## src/rtl/instr_prefetch_queue.sv

```systemverilog
// Instruction prefetch queue: fetches from a handshaked instruction memory and buffers
// {pc,instr} pairs for the IF/ID register, with hazard stall hold and branch flush.
module instr_prefetch_queue #(
  parameter int          DEPTH    = 4,
  parameter logic [31:0] RESET_PC = 32'h0
) (
  input  logic                       clk_i,
  input  logic                       rst_i,
  input  logic                       start_i,
  output logic                       mem_req_o,
  output logic [31:0]                mem_addr_o,
  input  logic                       mem_ack_i,
  input  logic [31:0]                mem_data_i,
  output logic                       valid_o,
  output logic [31:0]                instr_o,
  output logic [31:0]                pc_o,
  input  logic                       stall_i,
  input  logic                       flush_i,
  input  logic [31:0]                redirect_pc_i,
  output logic [$clog2(DEPTH+1)-1:0] count_o
);
  localparam int          AW  = $clog2(DEPTH);
  localparam int          CW  = $clog2(DEPTH+1);
  localparam logic [31:0] NOP = 32'h0000_0013;

  typedef enum logic [1:0] {IDLE, REQ, FULL, DISCARD} state_t;
  typedef struct packed {
    logic [31:0] pc;
    logic [31:0] instr;
  } entry_t;

  entry_t          fifo [DEPTH];
  logic [AW-1:0]   rd_ptr, wr_ptr;
  logic [CW-1:0]   count, count_n;
  state_t          state, state_n;
  logic [31:0]     fetch_pc, fetch_pc_n, addr, addr_n;
  logic            push, pop, room;

  always_comb begin
    push       = (state == REQ) && mem_ack_i && !flush_i;
    pop        = (count != '0) && !stall_i && !flush_i;
    count_n    = flush_i ? '0 : count + CW'(push) - CW'(pop);
    room       = count_n < CW'(DEPTH);
    fetch_pc_n = flush_i ? redirect_pc_i : (push ? fetch_pc + 32'd4 : fetch_pc);

    state_n = state;
    case (state)
      IDLE:    if (start_i && room) state_n = REQ;
      REQ: begin
        if (flush_i)        state_n = mem_ack_i ? (start_i ? REQ : IDLE) : DISCARD;
        else if (mem_ack_i) state_n = !room ? FULL : (start_i ? REQ : IDLE);
      end
      FULL:    if (room) state_n = start_i ? REQ : IDLE;
      // the stale response must still be absorbed before the redirected fetch goes out
      DISCARD: if (mem_ack_i) state_n = REQ;
      default: state_n = IDLE;
    endcase

    // address follows fetch_pc except while a dropped request is still outstanding
    addr_n = (state_n == DISCARD) ? addr : fetch_pc_n;
  end

  always_ff @(posedge clk_i) begin
    if (!rst_i) begin
      state    <= IDLE;
      count    <= '0;
      rd_ptr   <= '0;
      wr_ptr   <= '0;
      fetch_pc <= RESET_PC;
      addr     <= RESET_PC;
    end else begin
      state    <= state_n;
      count    <= count_n;
      fetch_pc <= fetch_pc_n;
      addr     <= addr_n;
      if (flush_i) begin
        rd_ptr <= '0;
        wr_ptr <= '0;
      end else begin
        if (push) wr_ptr <= wr_ptr + AW'(1);
        if (pop)  rd_ptr <= rd_ptr + AW'(1);
      end
    end
  end

  always_ff @(posedge clk_i) begin
    if (push) fifo[wr_ptr] <= '{pc: addr, instr: mem_data_i};
  end

  assign mem_req_o  = (state == REQ) || (state == DISCARD);
  assign mem_addr_o = addr;
  assign valid_o    = (count != '0);
  assign instr_o    = valid_o ? fifo[rd_ptr].instr : NOP;
  assign pc_o       = valid_o ? fifo[rd_ptr].pc : 32'h0;
  assign count_o    = count;
endmodule

```

## config.mk

```make
export PLATFORM = sky130hd
export DESIGN_NAME = instr_prefetch_queue
export DESIGN_NICKNAME = d
export VERILOG_FILES = /design/src/rtl/instr_prefetch_queue.sv
export SDC_FILE = /design/constraint.sdc
export NUM_CORES = 1
export LEC_CHECK = 0
export ABC_AREA = 0
export BUFFER_PORTS_ARGS = -buffer_cell sky130_fd_sc_hd__buf_2
export CAP_MARGIN = 20
export CELL_PAD_IN_SITES_DETAIL_PLACEMENT = 1
export CELL_PAD_IN_SITES_GLOBAL_PLACEMENT = 2
export CORE_MARGIN = 5
export CORE_UTILIZATION = 45
export CTS_CLUSTER_DIAMETER = 200
export DETAILED_ROUTE_END_ITERATION = 12
export PLACE_DENSITY = 0.83
export REMOVE_ABC_BUFFERS = 1
export SETUP_SLACK_MARGIN = 0.02
export SKIP_LAST_GASP = 1
export SLEW_MARGIN = 5
export SYNTH_ARGS = -nofsm -noshare
export SYNTH_HDL_FRONTEND = slang
export SYNTH_SLANG_ARGS = --single-unit
```

## constraint.sdc

```tcl
create_clock -name clk_i -period 8.3 [get_ports clk_i]
set_input_delay 0.83 -clock clk_i [delete_from_list [all_inputs] [get_ports clk_i]]
set_output_delay 0.83 -clock clk_i [all_outputs]
set_load 0.02 [all_outputs]
```

==> results.txt <==
The instance count on the critical path came out at 4. The number of synthesized flops with an enable pin came out at 256. Data arrives at the worst endpoint at 3.04 ns. The post-detailed-route DRC marker count is 0. The overall die area is 32,900 um2. The synthesized design devotes to its leading area cell type 58.1% of total area.

The share of flip-flops with an asynchronous set or reset after synthesis came out at 0%. The initialized floorplan defines 62 standard-cell rows. The synthesized netlist occupies a cell area of 13,200 um2. The combinational share of power is 4.6%. The clock transition time at the flip-flop clock pins of the worst setup and hold paths is 0.06 ns.

The termination of the worst setup path is instr_o[4]. The number of buffers added by the clock tree synthesis step came out at 36. The clock sink count came out at approximately 330. In this run, post-CTS hold repair placed 0 buffers.

The share of post-route cells with drive strength above 1 is 30.4%. The overall power of the completed layout is between 0.003 and 0.004 W. The worst slew margin relative to its limit came out at 29.9%. The slew at the pin with the worst max-slew slack is 1.05 ns. The area added between synthesis and finish came out at 18.0%. The iteration count of the initial detailed-routing pass is 6. Setup repair after global routing left no endpoint under its margin.

The most frequent standard cell in the layout excluding fill and tap cells is sky130_fd_sc_hd__edfxtp_1. Together, buffers and inverters on the worst path number 2. The clock network burns 43.4% of the power.

The detailed router's first-iteration violation count is 380. Summed over all cells, the static leakage comes to 5.59 nW. The endpoint kind of the worst setup timing path is a primary output. For this design the top-level I/O count stands at 171. The routed length per placed instance came out at 22.2 um.

The initial antenna violation count came out at 0. Of all cell types, the one taking the most synthesized area is sky130_fd_sc_hd__edfxtp_1. The number of max-slew violations in the final report is 0. The data required time of the critical path came out at between 7 and 8 ns. The run finished with clean final reports. In this run the critical register-to-register path is captured at state[1]. The floorplan die width came out at 181 um. Derived from the worst setup path, the maximum achievable clock frequency is 258 MHz. By startpoint and endpoint, the worst setup path is classified as register to primary output. The die extent in y is 181 um. The total number of yosys warnings is 0. The leftover overflow at the end of global routing came out at 0. The slowest cell on the critical path is sky130_fd_sc_hd__buf_4. The path type of the worst min-delay path is register to register. The post-detailed-route via-to-cell ratio is around 5.4. The period utilization came out at 46.7%. The clock latency at the later pin of the worst-skew pair came out at 0.51 ns. The top cell types in the final layout, fill and taps aside, are sky130_fd_sc_hd__edfxtp_1, sky130_fd_sc_hd__buf_2, sky130_fd_sc_hd__dfxtp_1, sky130_fd_sc_hd__and2_1, sky130_fd_sc_hd__mux4_2. The power density over the cells came out at 228 nW/um2. The post-synthesis cell count came out at 828. The element type at the critical path start is a register. The number of antenna diodes in the final layout is 0. The global-route wire length before repair came out at 48.2 mm.

The final-report hold violation count came out at 0. The worst clock skew came out at 0.0158 ns. Buffers added to address setup during post-CTS repair amount to 0.

The peak per-stage delay on the critical path came out at a little under 0.9 ns. In the final design database the tool counted ~1,100 nets. The congestion estimate from routability-driven global placement came to 0.781. The number of storage elements in the synthesis netlist is 331.

The effective utilization at floorplan came out at 45.8%. The highest net fanout along the worst path came out at 47. The total of max-cap violations came out at 0. Across the VDD grid, the largest voltage drop is 0.111 mV. In this design, the largest share of critical-path delay is due to buffers and inverters.

The cell at the root of the clock tree is sky130_fd_sc_hd__clkbuf_16. Walking the worst path, the cells encountered are buf_4 > mux4_2 > or2_2 > buf_2. The number of H-tree branching levels came out at 2. The count of instances resized after the clock tree is built is 0. The launch instance of the worst register-to-register path is state[0]. In the synthesized netlist the dominant register cell turns out to be sky130_fd_sc_hd__edfxtp_1. The via count of the routed design is approximately 7,700. Entering global routing, the biggest net connects 65 pins.

The summed negative setup slack over all endpoints is 0 ns. The number of input and output port buffers inserted is 170. Wires add up to 31.3 mm. The remaining antenna violation count after routing came out at 0. The via count of the first global-routing pass is 8,261.

The net switching component of the power came out at about 0.00075 W. Sorting the synthesized cells by area gives the leading types as sky130_fd_sc_hd__edfxtp_1, sky130_fd_sc_hd__dfxtp_1, sky130_fd_sc_hd__mux4_2, sky130_fd_sc_hd__and2_1, sky130_fd_sc_hd__nand3_1. The number of failing setup endpoints in the final timing report is 0. The number of library cell types mapped by synthesis is 55. The per-instance average area after synthesis is 16.0 um2. The clock tree from TritonCTS is yes. The core region area is 28,900 um2. The part of the power in registers came out at between 50% and 60%. After legalization and detailed placement, the total HPWL measured 19.4 mm. The number of buffers on the longest clock path came out at 3. The share of total power consumed by net switching came out at 21.1%.

Summing the sequential cell areas from Yosys gives 69.5% of the chip area. For the worst flop-to-flop path, the logic depth is 11. The time the final worst path needs with I/O delays and setup is between 3 and 4 ns. The total routing resource utilization after global routing came out at 18.7%. The design internal power came out at 0.00281 W. The slack of the worst reg-to-reg path is 5.37 ns.
[Yosys cell counts, types with 16 or more instances]
cell type	n
sky130_fd_sc_hd__and2_1	71
sky130_fd_sc_hd__nor2_1	36
sky130_fd_sc_hd__nand2_1	28
sky130_fd_sc_hd__edfxtp_1	256
sky130_fd_sc_hd__clkbuf_1	35
sky130_fd_sc_hd__a21oi_1	20
sky130_fd_sc_hd__mux4_2	64
sky130_fd_sc_hd__nor3_1	16
sky130_fd_sc_hd__dfxtp_1	75
sky130_fd_sc_hd__nand3_1	33
sky130_fd_sc_hd__o21ai_0	29
[stage by stage]
| step | worst slack [ns] | util, % | hold WS (ns) | instance area, um2 | cells |
|---|---|---|---|---|---|
| after CTS | 4.32 | 54.1 | 0.508 | 15600 | 1411 |
| after floorplan | 3.76 | - | 0.456 | 13000 | 781 |
| after detailed placement | 4.86 | 50.1 | 0.485 | 14400 | 1346 |
| after global routing | 4.22 | 54.1 | 0.518 | 15600 | 1411 |
| after global placement | 4.87 | 50.1 | 0.470 | 14400 | 1346 |
| final | 4.43 | 54.1 | 0.502 | 15600 | 1411 |
[area by class of cell]
| cell class | instances | area (um2) |
|---|---|---|
| flip-flops and latches | 331 | 9200 |
| clock buffers | 44 | 973 |
| multi-input cells | 435 | 3780 |
| clock inverters | 21 | 181 |
| fillers | 2814 | 13300 |
| well taps | 384 | 480 |
| inverters | 15 | 56.3 |
| repair buffers | 181 | 933 |
[logic make-up after synthesis]
logic type               share of synthesized area (%)
flip-flops                                        69.5
XOR/XNOR                                          1.26
buffers and inverters                             1.99
adder cells (fa/ha/maj)                          0.814
AO/OA/AOI/OAI                                     4.72
AND/OR/NAND/NOR                                   10.2
multiplexers                                      11.5
[sequential cells by signal, indices dropped and copies added, names as in the netlist, named ones only]
name,count
state,2
wr_ptr,2
fetch_pc,32
rd_ptr,2
count_o,3
fifo,256
mem_addr_o,32
[worst min-delay path, stage by stage, from the launching register on]
cell	delay (ns)
sky130_fd_sc_hd__dfxtp_1	0.31
sky130_fd_sc_hd__mux2i_1	0.08
sky130_fd_sc_hd__nor2_1	0.08
[power groups by stage]
stage               registers (W)  logic (W)  clock network, W
floorplan                 0.00189  0.0000724                 0
CTS                       0.00185   0.000166           0.00158
global placement          0.00189   0.000162                 0
finish                    0.00185   0.000162           0.00154
detailed placement        0.00189   0.000165                 0
global route              0.00186   0.000178           0.00166
[how the worst min path moves through the flow]
stage                  end      startpoint  cells after the start
2_1_floorplan  fetch_pc[0]     fetch_pc[0]                      2
4_1_cts        fetch_pc[0]     fetch_pc[0]                      2
3_3_place_gp   fetch_pc[0]     fetch_pc[0]                      2
6_report       fetch_pc[0]     fetch_pc[0]                      2
5_1_grt        fifo[1][29]  mem_data_i[29]                      1
3_5_place_dp   fetch_pc[1]     fetch_pc[1]                      2
[routing by layer]
layer | vias up | share of wire [%] | GRT usage [%]
met5 | - | 0 | 0
met4 | 0 | 1.2 | 3.69
met3 | 28 | 4.3 | 3.16
met2 | 176 | 50 | 31.6
met1 | 3909 | 45 | 25.8
li1 | 3554 | - | -
Power figures use the tool's default switching activity.
